## src/rtl/max_pool_2x2_pkg.sv

```systemverilog
// Shared definitions for the convolution / pooling pipeline: feature-map
// geometry, sample width and the pooling FSM state encoding.
package max_pool_2x2_pkg;

    localparam int POOL_DIM = 5;
    localparam int POOL_DW  = 36;

    typedef enum logic [1:0] {
        ST_IDLE = 2'd0,
        ST_FILL = 2'd1,
        ST_POOL = 2'd2
    } pool_state_e;

endpackage

```

## src/rtl/max_pool_2x2_max4.sv

```systemverilog
// Combinational unsigned maximum of four DW-bit samples.
module max_pool_2x2_max4 #(
    parameter int DW = 36
) (
    input  logic [DW-1:0] a,
    input  logic [DW-1:0] b,
    input  logic [DW-1:0] c,
    input  logic [DW-1:0] d,
    output logic [DW-1:0] y
);

    logic [DW-1:0] ab_s;
    logic [DW-1:0] cd_s;

    // Two-level compare tree; ties pick either operand, the value is identical.
    always_comb begin
        ab_s = a;
        cd_s = c;
        y    = '0;
        if (b > a) begin
            ab_s = b;
        end else begin
            ab_s = a;
        end
        if (d > c) begin
            cd_s = d;
        end else begin
            cd_s = c;
        end
        if (cd_s > ab_s) begin
            y = cd_s;
        end else begin
            y = ab_s;
        end
    end

endmodule

```

## src/rtl/max_pool_2x2.sv

```systemverilog
// Stride-1 2x2 max pool over a DIM x DIM raster-order feature map, one result
// per accepted sample with r>=1 and c>=1, registered one cycle later.
module max_pool_2x2
    import max_pool_2x2_pkg::*;
#(
    parameter int DIM = POOL_DIM,
    parameter int DW  = POOL_DW
) (
    input  logic          clk,
    input  logic          rst_n,
    input  logic          in_valid,
    input  logic [DW-1:0] In_OFM,
    output logic          out_valid,
    output logic [DW-1:0] Out_Pool,
    output logic          out_last
);

    localparam int            CW       = (DIM > 1) ? $clog2(DIM) : 1;
    localparam logic [CW-1:0] LAST_IDX = CW'(DIM - 1);
    localparam logic [CW-1:0] ONE      = CW'(1);

    pool_state_e   state_r;
    pool_state_e   state_nxt_s;
    logic [CW-1:0] col_r;
    logic [CW-1:0] row_r;
    logic [CW-1:0] col_nxt_s;
    logic [CW-1:0] row_nxt_s;
    logic          col_end_s;
    logic          frame_end_s;
    logic          emit_s;

    logic [DW-1:0] row_buf_r [DIM];
    logic [DW-1:0] left_r;
    logic [DW-1:0] diag_r;
    logic [DW-1:0] above_s;
    logic [DW-1:0] max_s;

    // Previous row's sample in the current column, read before it is overwritten.
    assign above_s = row_buf_r[col_r];

    // Next-state, counter advance and result-emit decode.
    always_comb begin
        state_nxt_s = state_r;
        col_nxt_s   = col_r;
        row_nxt_s   = row_r;
        emit_s      = 1'b0;
        col_end_s   = (col_r == LAST_IDX);
        frame_end_s = col_end_s && (row_r == LAST_IDX);
        if (in_valid) begin
            if (col_end_s) begin
                col_nxt_s = '0;
                if (frame_end_s) begin
                    row_nxt_s = '0;
                end else begin
                    row_nxt_s = row_r + ONE;
                end
            end else begin
                col_nxt_s = col_r + ONE;
                row_nxt_s = row_r;
            end
            case (state_r)
                ST_IDLE: begin
                    state_nxt_s = ST_FILL;
                end
                ST_FILL: begin
                    if (col_end_s) begin
                        state_nxt_s = ST_POOL;
                    end else begin
                        state_nxt_s = ST_FILL;
                    end
                end
                ST_POOL: begin
                    emit_s = (col_r != '0);
                    if (frame_end_s) begin
                        state_nxt_s = ST_IDLE;
                    end else begin
                        state_nxt_s = ST_POOL;
                    end
                end
                default: begin
                    state_nxt_s = ST_IDLE;
                    col_nxt_s   = '0;
                    row_nxt_s   = '0;
                end
            endcase
        end else begin
            emit_s = 1'b0;
        end
    end

    // FSM state and raster position registers.
    always_ff @(posedge clk or negedge rst_n) begin
        if (!rst_n) begin
            state_r <= ST_IDLE;
            col_r   <= '0;
            row_r   <= '0;
        end else begin
            state_r <= state_nxt_s;
            col_r   <= col_nxt_s;
            row_r   <= row_nxt_s;
        end
    end

    // Window storage; never read before being written within a frame, so unreset.
    always_ff @(posedge clk) begin
        if (in_valid) begin
            row_buf_r[col_r] <= In_OFM;
            left_r           <= In_OFM;
            diag_r           <= above_s;
        end
    end

    max_pool_2x2_max4 #(
        .DW(DW)
    ) u_max4 (
        .a(diag_r),
        .b(above_s),
        .c(left_r),
        .d(In_OFM),
        .y(max_s)
    );

    // Registered result; Out_Pool holds its value whenever no result is emitted.
    always_ff @(posedge clk or negedge rst_n) begin
        if (!rst_n) begin
            out_valid <= 1'b0;
            out_last  <= 1'b0;
            Out_Pool  <= '0;
        end else begin
            out_valid <= emit_s;
            out_last  <= emit_s && frame_end_s;
            if (emit_s) begin
                Out_Pool <= max_s;
            end
        end
    end

endmodule

```

## config.mk

```make
export PLATFORM = sky130hd
export DESIGN_NAME = max_pool_2x2
export DESIGN_NICKNAME = d
export VERILOG_FILES = /design/src/rtl/max_pool_2x2_pkg.sv /design/src/rtl/max_pool_2x2_max4.sv /design/src/rtl/max_pool_2x2.sv
export SDC_FILE = /design/constraint.sdc
export NUM_CORES = 1
export LEC_CHECK = 0
export CAP_MARGIN = 30
export CORE_ASPECT_RATIO = 0.8
export CORE_MARGIN = 1
export CORE_UTILIZATION = 39
export DETAILED_ROUTE_END_ITERATION = 16
export PLACE_DENSITY_LB_ADDON = 0.05
export SYNTH_ARGS = -nofsm -noshare
export SYNTH_HDL_FRONTEND = slang
export SYNTH_SLANG_ARGS = --single-unit
```

## constraint.sdc

```tcl
create_clock -name clk -period 6.7 [get_ports clk]
set_input_delay 1.34 -clock clk [delete_from_list [all_inputs] [get_ports clk]]
set_output_delay 1.34 -clock clk [all_outputs]
set_load 0.02 [all_outputs]
```

==> results of run 1 <==
through the flow:
step,area [µm²],setup slack [ps]
final,18600,204
after global routing,18600,7.66
after CTS,18600,269
after detailed placement,17600,212
after global placement,17600,162
after floorplan,15700,984
worst max-delay path, stage by stage (launching register included):
cell	delay (ps)
dfrtp_2	390
buf_12	300
mux2i_1	120
nor2_1	90
a21oi_1	50
o21ai_0	830
ha_1	410
nand4_1	130
inv_1	50
a221oi_1	340
o22ai_1	170
o32ai_4	340
buf_12	230
mux2_1	370
inv_1	80
ha_1	140
nand4_1	230
nor4_1	470
o41ai_1	180
a211o_1	330
buf_12	180
a2111oi_1	630
buf_4	220
a221o_1	90
flip-flops by register name (all words and copies together) (netlist names):
name       count
out_last       1
row_buf_r    180
col_r          3
out_valid      1
row_r          3
left_r        36
diag_r        36
state_r        2
Out_Pool      36
area by class of cell:
cell class              count  area [µm²]  share of cell area
diodes                      3        7.51            0.000403
clock buffers              54         957              0.0513
clock inverters             6        52.6             0.00282
inverters                 119         447              0.0240
multi-input cells         793        6160               0.331
flip-flops and latches    298        8720               0.468
well taps                 536         671              0.0360
repair buffers            170        1630              0.0874
routing by layer:
layer | up-vias | global-route usage
met5 | - | 0
met4 | 0 | 0.0392
met3 | 47 | 0.0372
met2 | 290 | 0.266
met1 | 5380 | 0.415
li1 | 5272 | -
power by group through the flow:
stage	logic (mW)	registers, mW	clock network [mW]
2_1_floorplan	2.62	2.80	0
3_3_place_gp	4.36	2.76	0
3_5_place_dp	4.42	2.76	0
4_1_cts	4.43	2.73	1.78
5_1_grt	4.89	2.77	1.86
6_report	4.47	2.73	1.74
synthesized netlist by cell type (3+ instances only):
library cell    n
ha_1          112
mux2_2          9
clkbuf_1       37
nand4_1        19
a211oi_1       73
nand3_1        10
mux2i_1        35
nand2_1        43
a22o_1         37
dfrtp_1        46
mux2_1         30
a221o_1        41
buf_2          25
buf_6           8
and2_1          4
inv_1         118
nor3_1         46
nor2_1         83
a2111oi_2       9
a21oi_1        80
a2111oi_0       3
a21o_1          4
nor2b_1         3
buf_1           3
o21ai_0        55
a2111oi_1      25
a22oi_1        34
a221oi_1        4
and4_1          7
edfxtp_1      252
worst min-delay path by stage:
stage,depth (start not counted),to,slack (ps)
6_report,1,row_r[2],510
5_1_grt,1,Out_Pool[25],540
4_1_cts,1,row_r[2],500
3_5_place_dp,1,row_r[2],490
3_3_place_gp,1,row_r[2],480
2_1_floorplan,1,row_r[2],460
kinds of logic after synthesis:
family	after synthesis
flops	298
simple gates	226
buf+inv	195
fa+ha+maj	112
compound gates	380
mux	75
timing repair:
action | CTS | global route
hold buffers | 0 | 0
resized for setup | 0 | 4
buffers inserted | 0 | 0
endpoints found under the setup margin | 0 | 12
==> run summary, run 1 <==
Leak: 7.17 nW
Fraction of final layout cells sized beyond drive strength 1: 0.119
Main combinational cell family by area after synthesis: compound AO/OA/AOI/OAI gates
VDD IR max: 261 µV
Slew margin rel.: 0.240
Post-synth EDFFs: 252
P_sw: 3.65 mW
R2R setup slack: 200 ps
Clock share of power: 0.195
Met3 WL: 2640 µm
Flop pwr share: 0.305
Area delta synth->final: 19.1%
Most frequent cells in the layout: 252 x edfxtp_1, 118 x inv_1, 112 x ha_1, 80 x a21oi_1, 79 x nor2_1
Critical Path End Type: register
Initial antenna violation count: 1
Highest routed layer: met4
Setup Skew: 18.4 ps
Final HPWL DP: 33600 µm
Synthesis Warnings: 0
Nets: 1567
Vias per cell: 5.55
H-Tree Depth: 2
Crit path kind: register to register
Crit share post-route: 0.970
Initial DRC Count: 994
Reg2reg end: Out_Pool[11]
Vias in the first global route: 10060
Pin count of the biggest net entering global routing: 85
Slew @ Worst Pin: 1130 ps
Die W: 226 µm
Hold Path Origin: row_r[2]
Mapped Nets: 1437
Asr flop ratio synth: 0.154
CTS clk-pin slew, worst paths: 60 ps
Setup TNS: 0 ps
#FFs+latches synth: 298
Metal2 WL: 16300 µm
CTS Sinks: 298
RR Startpoint: col_r[1]
Global Route Usage Sum: 0.229
First-pass GRT wire length: 68500 µm
Core Region: 0.0395 mm²
Clock buffer depth: 3
Critical Path End: Out_Pool[11]
Sw frac: 0.408
Port bufs: 76
CTS tree: done
Congestion Overflow GR: 0
Starting Density: 0.396
Final setup viols: 0
Logic pwr share: 0.500
CP max FO: 41
Area leader, netlist: edfxtp_1
Metal-1 WL: 26800 µm
Post-Syn Area: 0.0157 mm²
Crit path required time: 7160 ps
Post-Syn Instances: 1286
Adder-cell share of the synthesized area: 0.0895
Placed Cells: 1915
Routed via count: 10989
Final Util: 0.472
Row count: 65
Max_cap viols: 0
Post-synthesis xor/xnor area fraction: 0
Leading cell type in the layout, fill and taps excluded: edfxtp_1
Synth Area in Simple Gates: 0.0686
Final Hold Vio Count: 0
Overall power: 8.94 mW
Clock root buffer: clkbuf_16
Detailed Route WL: 46300 µm
CTS buffer count: 34
Post-Syn Area per Cell: 12.2 µm²
PwrDens: 479 mW/mm²
Full die area: 0.0410 mm²
Fillers: 3682
Worst skew pair latency: 530 ps
Top cell type's share of synthesized area: 0.483
Outcome: completed
FMAX: 0.154 GHz
Complex-gate fraction of the synthesized area: 0.180
Hold Path Class: register to register
Fin Hold WS: 507 ps
Final slew viol count: 0
Crit. Startpoint: col_r[1]
Unrepaired setup endpoints after global routing: false
Finished Layout Cells: 1979
Netlist cell types: 53
Placer Congestion: 0.869
ANT nets after route: 0
Post-synthesis mux area share: 0.0518
Min Tclk post-route: 6500 ps
Cell Int Power: 5.29 mW
Synth top area cells: edfxtp_1 48%, ha_1 8.9%, dfrtp_1 7.4%
Crit path DAT: 6950 ps
Drt first pass iters: 5
FF-to-FF path depth: 23
# DRC: 0
Wire per inst: 23.4 µm
Main synth FF type: edfxtp_1
Number of I/O pins: 77
Startpoint types: register
Die height: 181 µm
Seq/Total Area, Yosys: 0.557
Power figures use the tool's default switching activity.
==> inputs of run 2 (changes only) <==
--- a/config.mk
+++ b/config.mk
@@ -5,12 +5,12 @@
 export SDC_FILE = /design/constraint.sdc
 export NUM_CORES = 1
 export LEC_CHECK = 0
-export CAP_MARGIN = 30
 export CORE_ASPECT_RATIO = 0.8
 export CORE_MARGIN = 1
 export CORE_UTILIZATION = 39
 export DETAILED_ROUTE_END_ITERATION = 16
 export PLACE_DENSITY_LB_ADDON = 0.05
+export SETUP_SLACK_MARGIN = 0.02
 export SYNTH_ARGS = -nofsm -noshare
 export SYNTH_HDL_FRONTEND = slang
 export SYNTH_SLANG_ARGS = --single-unit
==> constraint.sdc (replaced) <==
create_clock -name clk -period 7.8 [get_ports clk]
set_input_delay 1.56 -clock clk [delete_from_list [all_inputs] [get_ports clk]]
set_output_delay 1.56 -clock clk [all_outputs]
set_load 0.02 [all_outputs]
==> run 2 against run 1 <==
  * Cell count down 0.15%
  * Count of clock-buffer cells in the layout down 10
  * Hold slack worse by 19 ps
  * Cell area about the same
  * Critical endpoint is now Out_Pool[34]
  * Largest cell class unchanged
==> run summary, run 2 (synthesis results as in run 1) <==
Biggest register: row_buf_r
Reg2reg end: Out_Pool[34]
Nets: 1566
Crit path required time: 8260 ps
Hold_buf cts: 0
Detailed Route WL: 46600 µm
Setup Skew: 15.4 ps
Die height: 181 µm
Worst setup margin: 481 ps
Overall power: 7.78 mW
Drt first pass iters: 5
Number of I/O pins: 77
Startpoint types: primary input
Crit path DAT: 7780 ps
Hold Path Origin: row_r[2]
RR Startpoint: col_r[0]
Post-CTS Resized: 0
Die W: 226 µm
Initial DRC Count: 1208
Clock buffer depth: 3
Port bufs: 76
Fillers: 3631
Hold path depth: 1
Final slew viol count: 0
Hold endpoint: row_r[2]
Leading cell type in the layout, fill and taps excluded: edfxtp_1
Pin count of the biggest net entering global routing: 80
Routed via count: 11133
Area delta synth->final: 19.0%
FF-to-FF path depth: 24
Min Tclk post-route: 7320 ps
Placed Cells: 1914
Worst skew pair latency: 530 ps
CTS tree: done
Wire per inst: 23.6 µm
FMAX: 0.137 GHz
Final setup viols: 0
Post-CTS setup repair buffer count: 0
Global Route Usage Sum: 0.229
Crit share post-route: 0.938
Outcome: completed
Setup slack at placement: 129 ps
Unrepaired setup endpoints after global routing: false
VDD IR max: 206 µV
Fraction of final layout cells sized beyond drive strength 1: 0.124
Congestion Overflow GR: 0
Row count: 65
Max_cap viols: 0
Core Region: 0.0395 mm²
ANT nets after route: 0
Setup TNS: 0 ps
First-pass GRT wire length: 68500 µm
Vias per cell: 5.63
Crit path kind: primary input to register
Finished Layout Cells: 1976
Clock root buffer: clkbuf_16
Max reg flops: 180
Most frequent cells in the layout: 252 x edfxtp_1, 118 x inv_1, 112 x ha_1, 85 x buf_4, 80 x a21oi_1
Slew @ Worst Pin: 1070 ps
H-Tree Depth: 2
PwrDens: 417 mW/mm²
CTS Sinks: 298
Final Hold Vio Count: 0
Final HPWL DP: 33500 µm
CP max FO: 51
Slew margin rel.: 0.290
CTS buffer count: 35
CTS clk-pin slew, worst paths: 60 ps
# DRC: 0
Initial antenna violation count: 2
Leak: 7.18 nW
Hold Path Class: register to register
Full die area: 0.0410 mm²
Fin Hold WS: 488 ps
R2R setup slack: 640 ps
Diode count: 0
Critical Path End Type: register
Vias in the first global route: 10201
Placer Congestion: 0.900
Starting Density: 0.396
==> run 2: how the worst max path moves through the flow <==
stage,startpoint,endpoint,slack (ps),depth (start not counted)
6_report,In_OFM[5],Out_Pool[34],480,18
5_1_grt,col_r[0],Out_Pool[34],190,24
4_1_cts,col_r[0],Out_Pool[34],630,24
3_5_place_dp,In_OFM[9],Out_Pool[34],130,17
3_3_place_gp,In_OFM[5],Out_Pool[9],180,17
2_1_floorplan,col_r[1],Out_Pool[11],2080,24
==> run 2: layer usage <==
| layer | share of wire | up-vias | track usage |
|---|---|---|---|
| met4 | 0.013 | 0 | 0.0424 |
| met2 | 0.36 | 412 | 0.277 |
| met5 | 0 | - | 0 |
| met3 | 0.088 | 44 | 0.0442 |
| li1 | - | 5284 | - |
| met1 | 0.54 | 5393 | 0.402 |
==> run 2: power by group <==
group          internal, mW  switching, mW
Combinational          1.56           2.31
Clock                 0.924          0.659
Sequential             2.15          0.174
Total                  4.64           3.15
==> run 2: worst max-delay path, cell delays in order <==
cell and delay [ps]:
clkdlybuf4s50_1 740, ha_1 320, a21oi_1 140, o21ai_0 110
a221o_1 300, a221o_2 720, a211oi_1 460, a211oi_1 110
ha_1 320, nand4_1 240, buf_4 230, nor4_1 630
o41ai_1 320, a211o_1 340, buf_4 220, a2111oi_1 650
buf_4 210, a221o_1 90
==> run 2: through the flow <==
stage / util / instance area [µm²]
after floorplan: - / 15700
after global placement: 0.444 / 17500
after detailed placement: 0.444 / 17500
after CTS: 0.472 / 18600
after global routing: 0.472 / 18600
final: 0.472 / 18600
==> run 2: layout make-up <==
cell class                 instances  area, µm²  area share
tap                              536        671      0.0360
clock inverter                    18        155     0.00832
clock buffer                      44        940      0.0504
inverter                         119        447      0.0240
timing repair buffer             168       1540      0.0828
multi-input combinational        793       6160       0.331
sequential                       298       8720       0.468
